File: src/rtl/siw_addrgen_bram_8.sv
// Strided burst address generator / access sequencer for one siw_memory_bram_8 port.
// Optional abort/beat-count feature enabled by defining SIW_ADDRGEN_ABORT_EN.
module siw_addrgen_bram_8 #(
    parameter int ADDR_W = 10,
    parameter int DATA_W = 32,
    parameter int RD_LAT = 2
) (
    input  logic              siw_addrgen_bram_8_clk,
    input  logic              siw_addrgen_bram_8_reset_n,
`ifdef SIW_ADDRGEN_ABORT_EN
    input  logic              siw_addrgen_bram_8_abort,
    output logic [ADDR_W:0]   siw_addrgen_bram_8_beats,
`endif
    input  logic              siw_addrgen_bram_8_start,
    input  logic              siw_addrgen_bram_8_dir,
    input  logic [ADDR_W-1:0] siw_addrgen_bram_8_base,
    input  logic [ADDR_W-1:0] siw_addrgen_bram_8_stride,
    input  logic [ADDR_W:0]   siw_addrgen_bram_8_count,
    input  logic [1:0]        siw_addrgen_bram_8_conf,
    output logic              siw_addrgen_bram_8_busy,
    output logic              siw_addrgen_bram_8_done,
    input  logic [DATA_W-1:0] siw_addrgen_bram_8_wdata,
    input  logic              siw_addrgen_bram_8_wvalid,
    output logic              siw_addrgen_bram_8_wready,
    output logic [DATA_W-1:0] siw_addrgen_bram_8_rdata,
    output logic              siw_addrgen_bram_8_rvalid,
    output logic              siw_addrgen_bram_8_mem_enable,
    output logic              siw_addrgen_bram_8_mem_write_en,
    output logic              siw_addrgen_bram_8_mem_init,
    output logic [ADDR_W-1:0] siw_addrgen_bram_8_mem_addr,
    output logic [DATA_W-1:0] siw_addrgen_bram_8_mem_wdata,
    output logic [1:0]        siw_addrgen_bram_8_mem_conf,
    input  logic [DATA_W-1:0] siw_addrgen_bram_8_mem_rdata
);

    typedef enum logic [1:0] {
        IDLE  = 2'd0,
        RUN   = 2'd1,
        DRAIN = 2'd2
    } state_t;

    state_t              state;
    logic                dir_r;
    logic [ADDR_W-1:0]   stride_r;
    logic [ADDR_W-1:0]   addr_r;
    logic [ADDR_W:0]     count_r;
    logic [ADDR_W:0]     beat_cnt;
    logic [1:0]          conf_r;
    logic [7:0]          drain_cnt;
    logic [7:0]          wait_val;
    logic                busy_r;
    logic                done_r;
    logic                init_r;

    logic                abort_req;
    logic                run;
    logic                rd_issue;
    logic                wr_issue;
    logic                issue;
    logic                last_beat;

    // write delay line stages, stage N holds a beat accepted N cycles ago
    logic                wr_vld_p1, wr_vld_p2, wr_vld_p3;
    logic [ADDR_W-1:0]   wr_addr_p1, wr_addr_p2, wr_addr_p3;
    logic [DATA_W-1:0]   wr_data_p1, wr_data_p2, wr_data_p3;

    logic                tap_vld;
    logic [ADDR_W-1:0]   tap_addr;
    logic [DATA_W-1:0]   tap_data;

    logic [RD_LAT-1:0]   rd_pipe;
    logic [ADDR_W-1:0]   addr_hold;
    logic [DATA_W-1:0]   data_hold;

`ifdef SIW_ADDRGEN_ABORT_EN
    assign abort_req                = siw_addrgen_bram_8_abort;
    assign siw_addrgen_bram_8_beats = beat_cnt;
`else
    assign abort_req = 1'b0;
`endif

    assign run       = (state == RUN);
    assign rd_issue  = run && !dir_r && !abort_req;
    assign siw_addrgen_bram_8_wready = run && dir_r && !abort_req;
    assign wr_issue  = siw_addrgen_bram_8_wready && siw_addrgen_bram_8_wvalid;
    assign issue     = rd_issue || wr_issue;
    assign last_beat = issue && (beat_cnt == count_r - 1'b1);

    // writes drain until the delayed strobe lands; reads until data returns
    assign wait_val  = dir_r ? {6'd0, conf_r} : 8'(RD_LAT);

    always_ff @(posedge siw_addrgen_bram_8_clk or negedge siw_addrgen_bram_8_reset_n) begin
        if (!siw_addrgen_bram_8_reset_n) begin
            state     <= IDLE;
            dir_r     <= 1'b0;
            stride_r  <= '0;
            addr_r    <= '0;
            count_r   <= '0;
            beat_cnt  <= '0;
            conf_r    <= 2'd0;
            drain_cnt <= 8'd0;
            busy_r    <= 1'b0;
            done_r    <= 1'b0;
            init_r    <= 1'b0;
        end else begin
            init_r <= 1'b0;
            done_r <= 1'b0;
            case (state)
                IDLE: begin
                    if (siw_addrgen_bram_8_start) begin
                        dir_r    <= siw_addrgen_bram_8_dir;
                        stride_r <= siw_addrgen_bram_8_stride;
                        addr_r   <= siw_addrgen_bram_8_base;
                        count_r  <= siw_addrgen_bram_8_count;
                        conf_r   <= siw_addrgen_bram_8_conf;
                        beat_cnt <= '0;
                        busy_r   <= 1'b1;
                        init_r   <= 1'b1;
                        if (siw_addrgen_bram_8_count == '0) begin
                            state     <= DRAIN;
                            drain_cnt <= 8'd1;
                        end else begin
                            state <= RUN;
                        end
                    end
                end
                RUN: begin
                    if (issue) begin
                        addr_r   <= addr_r + stride_r;
                        beat_cnt <= beat_cnt + 1'b1;
                    end
                    if (last_beat || abort_req) begin
                        state     <= DRAIN;
                        drain_cnt <= wait_val;
                        done_r    <= (wait_val == 8'd0);
                    end
                end
                DRAIN: begin
                    if (drain_cnt == 8'd0) begin
                        state  <= IDLE;
                        busy_r <= 1'b0;
                    end else begin
                        drain_cnt <= drain_cnt - 8'd1;
                        done_r    <= (drain_cnt == 8'd1);
                    end
                end
                default: state <= IDLE;
            endcase
        end
    end

    // stage p1..p3: write delay line, shifts every cycle so it empties during DRAIN
    always_ff @(posedge siw_addrgen_bram_8_clk or negedge siw_addrgen_bram_8_reset_n) begin
        if (!siw_addrgen_bram_8_reset_n) begin
            wr_vld_p1  <= 1'b0;
            wr_vld_p2  <= 1'b0;
            wr_vld_p3  <= 1'b0;
            wr_addr_p1 <= '0;
            wr_addr_p2 <= '0;
            wr_addr_p3 <= '0;
            wr_data_p1 <= '0;
            wr_data_p2 <= '0;
            wr_data_p3 <= '0;
        end else begin
            wr_vld_p1  <= wr_issue;
            wr_vld_p2  <= wr_vld_p1;
            wr_vld_p3  <= wr_vld_p2;
            wr_addr_p1 <= addr_r;
            wr_addr_p2 <= wr_addr_p1;
            wr_addr_p3 <= wr_addr_p2;
            wr_data_p1 <= siw_addrgen_bram_8_wdata;
            wr_data_p2 <= wr_data_p1;
            wr_data_p3 <= wr_data_p2;
        end
    end

    always_comb begin
        tap_vld  = wr_issue;
        tap_addr = addr_r;
        tap_data = siw_addrgen_bram_8_wdata;
        case (conf_r)
            2'd1: begin
                tap_vld  = wr_vld_p1;
                tap_addr = wr_addr_p1;
                tap_data = wr_data_p1;
            end
            2'd2: begin
                tap_vld  = wr_vld_p2;
                tap_addr = wr_addr_p2;
                tap_data = wr_data_p2;
            end
            2'd3: begin
                tap_vld  = wr_vld_p3;
                tap_addr = wr_addr_p3;
                tap_data = wr_data_p3;
            end
            default: ;
        endcase
    end

    // read-valid pipeline matching the BRAM's RAM + output register latency
    always_ff @(posedge siw_addrgen_bram_8_clk or negedge siw_addrgen_bram_8_reset_n) begin
        if (!siw_addrgen_bram_8_reset_n) begin
            rd_pipe   <= '0;
            addr_hold <= '0;
            data_hold <= '0;
        end else begin
            rd_pipe[0] <= rd_issue;
            for (int i = 1; i < RD_LAT; i++) begin
                rd_pipe[i] <= rd_pipe[i-1];
            end
            addr_hold <= siw_addrgen_bram_8_mem_addr;
            data_hold <= siw_addrgen_bram_8_mem_wdata;
        end
    end

    assign siw_addrgen_bram_8_mem_enable   = rd_issue || tap_vld;
    assign siw_addrgen_bram_8_mem_write_en = wr_issue;
    assign siw_addrgen_bram_8_mem_addr     = rd_issue ? addr_r : (tap_vld ? tap_addr : addr_hold);
    assign siw_addrgen_bram_8_mem_wdata    = tap_vld ? tap_data : data_hold;
    assign siw_addrgen_bram_8_mem_conf     = conf_r;
    assign siw_addrgen_bram_8_mem_init     = init_r;
    assign siw_addrgen_bram_8_busy         = busy_r;
    assign siw_addrgen_bram_8_done         = done_r;
    assign siw_addrgen_bram_8_rvalid       = rd_pipe[RD_LAT-1];
    assign siw_addrgen_bram_8_rdata        = rd_pipe[RD_LAT-1] ? siw_addrgen_bram_8_mem_rdata : '0;

endmodule

File: config.mk
export PLATFORM = sky130hd
export DESIGN_NAME = siw_addrgen_bram_8
export DESIGN_NICKNAME = d
export VERILOG_FILES = /design/src/rtl/siw_addrgen_bram_8.sv
export SDC_FILE = /design/constraint.sdc
export NUM_CORES = 1
export LEC_CHECK = 0
export ABC_AREA = 1
export CORE_MARGIN = 2
export CORE_UTILIZATION = 56
export DETAILED_ROUTE_END_ITERATION = 12
export GPL_TIMING_DRIVEN = 0
export PLACE_DENSITY = 0.85
export SLEW_MARGIN = 25
export SYNTH_ARGS = -nofsm -noshare
export SYNTH_HDL_FRONTEND = slang
export SYNTH_SLANG_ARGS = --single-unit
File: constraint.sdc
create_clock -name siw_addrgen_bram_8_clk -period 4.31 [get_ports siw_addrgen_bram_8_clk]
set_input_delay 0.6465 -clock siw_addrgen_bram_8_clk [delete_from_list [all_inputs] [get_ports siw_addrgen_bram_8_clk]]
set_output_delay 0.6465 -clock siw_addrgen_bram_8_clk [all_outputs]
set_load 0.005 [all_outputs]
==> results.toml <==
[place]
post-dp-hpwl_um = 16700
port_buffers = 184
gp_congestion = 0.906
place_inst = 1462

[cells_and_area]
diodes = 0
fin_cells = 1497
layout_common_cells = "nand2_1 (342), dfrtp_1 (231), clkdlybuf4s50_1 (183)"
syn_to_final_growth_pct = 29.8
drive_gt1_share_pct = 5.95
nets = 1387
final_common_cell = "nand2_1"

[route]
wire_per_inst_um = 15.9
drc_errors = 0
drt_iter0_drc = 541
antenna_left = 0
dr.pass1.iters = 5
viasPerCell = 5.30
drt_wl_total_um = 23800
routed-via-count = 7929

[cts]
cts_inserted_buffers = 23
clock_sinks = 231
ctsHoldBuffers = 0
clkTransAtPathRegs_ns = 0.06
htreeDepth = 1
postCtsSetupBuffers = 0
cts_tree = "done"
clk_path_buf_depth = 3
cts_root_buffer = "clkbuf_16"
clkLatencyLatePin_ns = 0.52
post_cts_resized = 0

[timing]
timing.final.hold_violations = 0
slew_headroom_pct = 58.4
fin_crit_ns = 3.89
tightest_slew_ns = 0.622
skew_ns = 0.0140
hold_slack_ns = 0.119
period_share_pct = 90.4
setup-violations-final = 0
drv_slew = 0
fmax_mhz = 257
rsz0062_at_grt = "false"

[worst_hold_path]
hold_path_class = "input pin to async pin"

[grt]
grt_pass1_wl_um = 38500
grt_pass1_vias = 7947
antenna_found_initial = 0
grt_max_degree = 89
grt-ovfl-total = 0
grt_use_total_pct = 26.4

[synth]
syn-num-nets = 1176
avgSynthCellArea_sq_um = 9.12
synth_area_sq_um = 9630
netlist_instances = 1056
ys_ff_latch = 231
synth_seq_area_share_pct = 60.0
yosysWarnings = 0
ys_types = 43

[power]
switchingPower_w = 0.00344
combPwrFrac_pct = 44.1
p_leak_nw = 6.02
p_per_area_nw_per_um2 = 713
internal_power_w = 0.00547
power_w = 0.00891
peakVddDrop_v = 0.000375
pwr-share-seq_pct = 35.0
p_clk_share_pct = 20.9
switching_share_pct = 38.6

[floorplanning]
die_w_um = 135
die-area_sq_um = 18300
coreArea_sq_um = 16700
io-pin-count = 185
fp.dieH_um = 135
num_rows = 47
initial_utilization_pct = 57.7

[setup_path]
critical_path_peak_fanout = 10
cp.arrival_ns = 3.25
crit_path_start = "siw_addrgen_bram_8_mem_conf[0]"
end_kind = "output port"
timing_worst_setup_path_type = "register to output port"
startpoint_type = "register"
worstReg2RegStart = "siw_addrgen_bram_8_mem_conf[0]"
cp.required_ns = 3.66

[job]
maxCapViolCount = 0

[status]
status = "finished clean"
## layer usage
layer,vias up,wire length (um),track usage (%)
met4,0,586,8.39
met3,52,1100,3.63
met5,-,0,0
li1,3812,-,-
met1,3846,10200,34.8
met2,219,11900,45.8
## synth_stat cells, drive strengths merged
cell / instances / area share [%]
ha: 17 / 2.2
o22ai: 4 / 0.26
nand3b: 1 / 0.078
o211ai: 4 / 0.31
xnor2: 4 / 0.36
nand4: 6 / 0.39
buf: 13 / 0.83
nand3: 64 / 3.4
nor3: 15 / 0.88
a31oi: 1 / 0.065
nor4: 5 / 0.32
nand2: 347 / 14
mux2i: 7 / 0.73
dfrtp: 231 / 60
o21a: 1 / 0.078
o21ai: 67 / 3.5
and3: 1 / 0.065
xor2: 7 / 0.64
a21oi: 60 / 3.1
fa: 1 / 0.21
o311ai: 2 / 0.18
nor3b: 2 / 0.21
o31ai: 1 / 0.078
a22o: 3 / 0.27
nor2: 58 / 2.5
clkbuf: 21 / 0.82
inv: 102 / 4.0
a22oi: 5 / 0.39
o21bai: 2 / 0.16
a221oi: 1 / 0.091
or2: 1 / 0.065
clkinv: 2 / 0.078
## stage by stage
step	TNS (ns)	instance area (sq um)	util [%]	setup WS, ns
detailed placement	0	11800	70.7	0.637
finish	0	12500	74.8	0.416
CTS	0	12500	74.8	0.326
global route	0	12500	74.8	0.221
floorplan	0	9630	-	2.05
global placement	-1509.49	11700	70.3	-6.55
## state kept, by name, summed over array words and instances, names as in the netlist, 2 cells and up
name	flops
data_hold	32
wr_data_p1	32
wr_data_p2	32
wr_data_p3	32
beat_cnt	11
count_r	11
addr_hold	10
addr_r	10
stride_r	10
wr_addr_p1	10
wr_addr_p2	10
wr_addr_p3	10
drain_cnt	8
rd_pipe	2
siw_addrgen_bram_8_mem_conf	2
state	2
## critical path, stage by stage, from the launching register on
cell	delay (ns)
dfrtp_1	0.40
buf_4	0.19
nor2_1	0.50
nand2_1	0.11
nand2_1	0.15
inv_2	0.12
clkbuf_1	0.24
o21ai_0	0.43
clkdlybuf4s50_1	0.59
## cell families (layout without fill, tap and decap cells)
logic type                 count (synthesis)  in the layout  share of synthesized area, %
adders and majority gates                 18             18                          2.42
muxes                                      7              7                         0.728
AOI/OAI and AO/OA                        151            151                          8.52
buffers and inverters                    138            359                          5.70
xor gates and xnor gates                  11             11                          1.00
DFF                                      231            231                          60.0
and+or+nand+nor                          500            500                          21.6
## cell type report
class	count	area, sq um
flip-flops and latches	231	5780
inverters	104	390
plain buffers	34	159
clock buffers	30	642
clock inverters	5	46.3
repair buffers	186	1900
multi-input cells	687	3300
fillers	1146	4210
well taps	220	275
## power groups by stage
stage	combinational [W]	clock (W)	sequential, W
final	0.00393	0.00186	0.00312
after global placement	0.00375	0	0.00312
after global routing	0.00439	0.00196	0.00318
after CTS	0.00395	0.00188	0.00312
after detailed placement	0.00388	0	0.00314
after floorplan	0.00237	0	0.00303
## final timing paths
path                                                         endpoint  slack, ns  cells after the start
setup / recovery                     siw_addrgen_bram_8_mem_wdata[27]       0.42                      8
hold / removal                                          wr_data_p2[8]       0.12                      1
setup reg to reg                                        data_hold[27]       2.02                      7
hold reg to reg                                         wr_addr_p2[2]       0.37                      0
max in group asynchronous                                   addr_r[5]       3.36                      2
min in group siw_addrgen_bram_8_clk                     wr_addr_p2[2]       0.37                      0
Note: power is estimated with default switching activity, not from simulation.
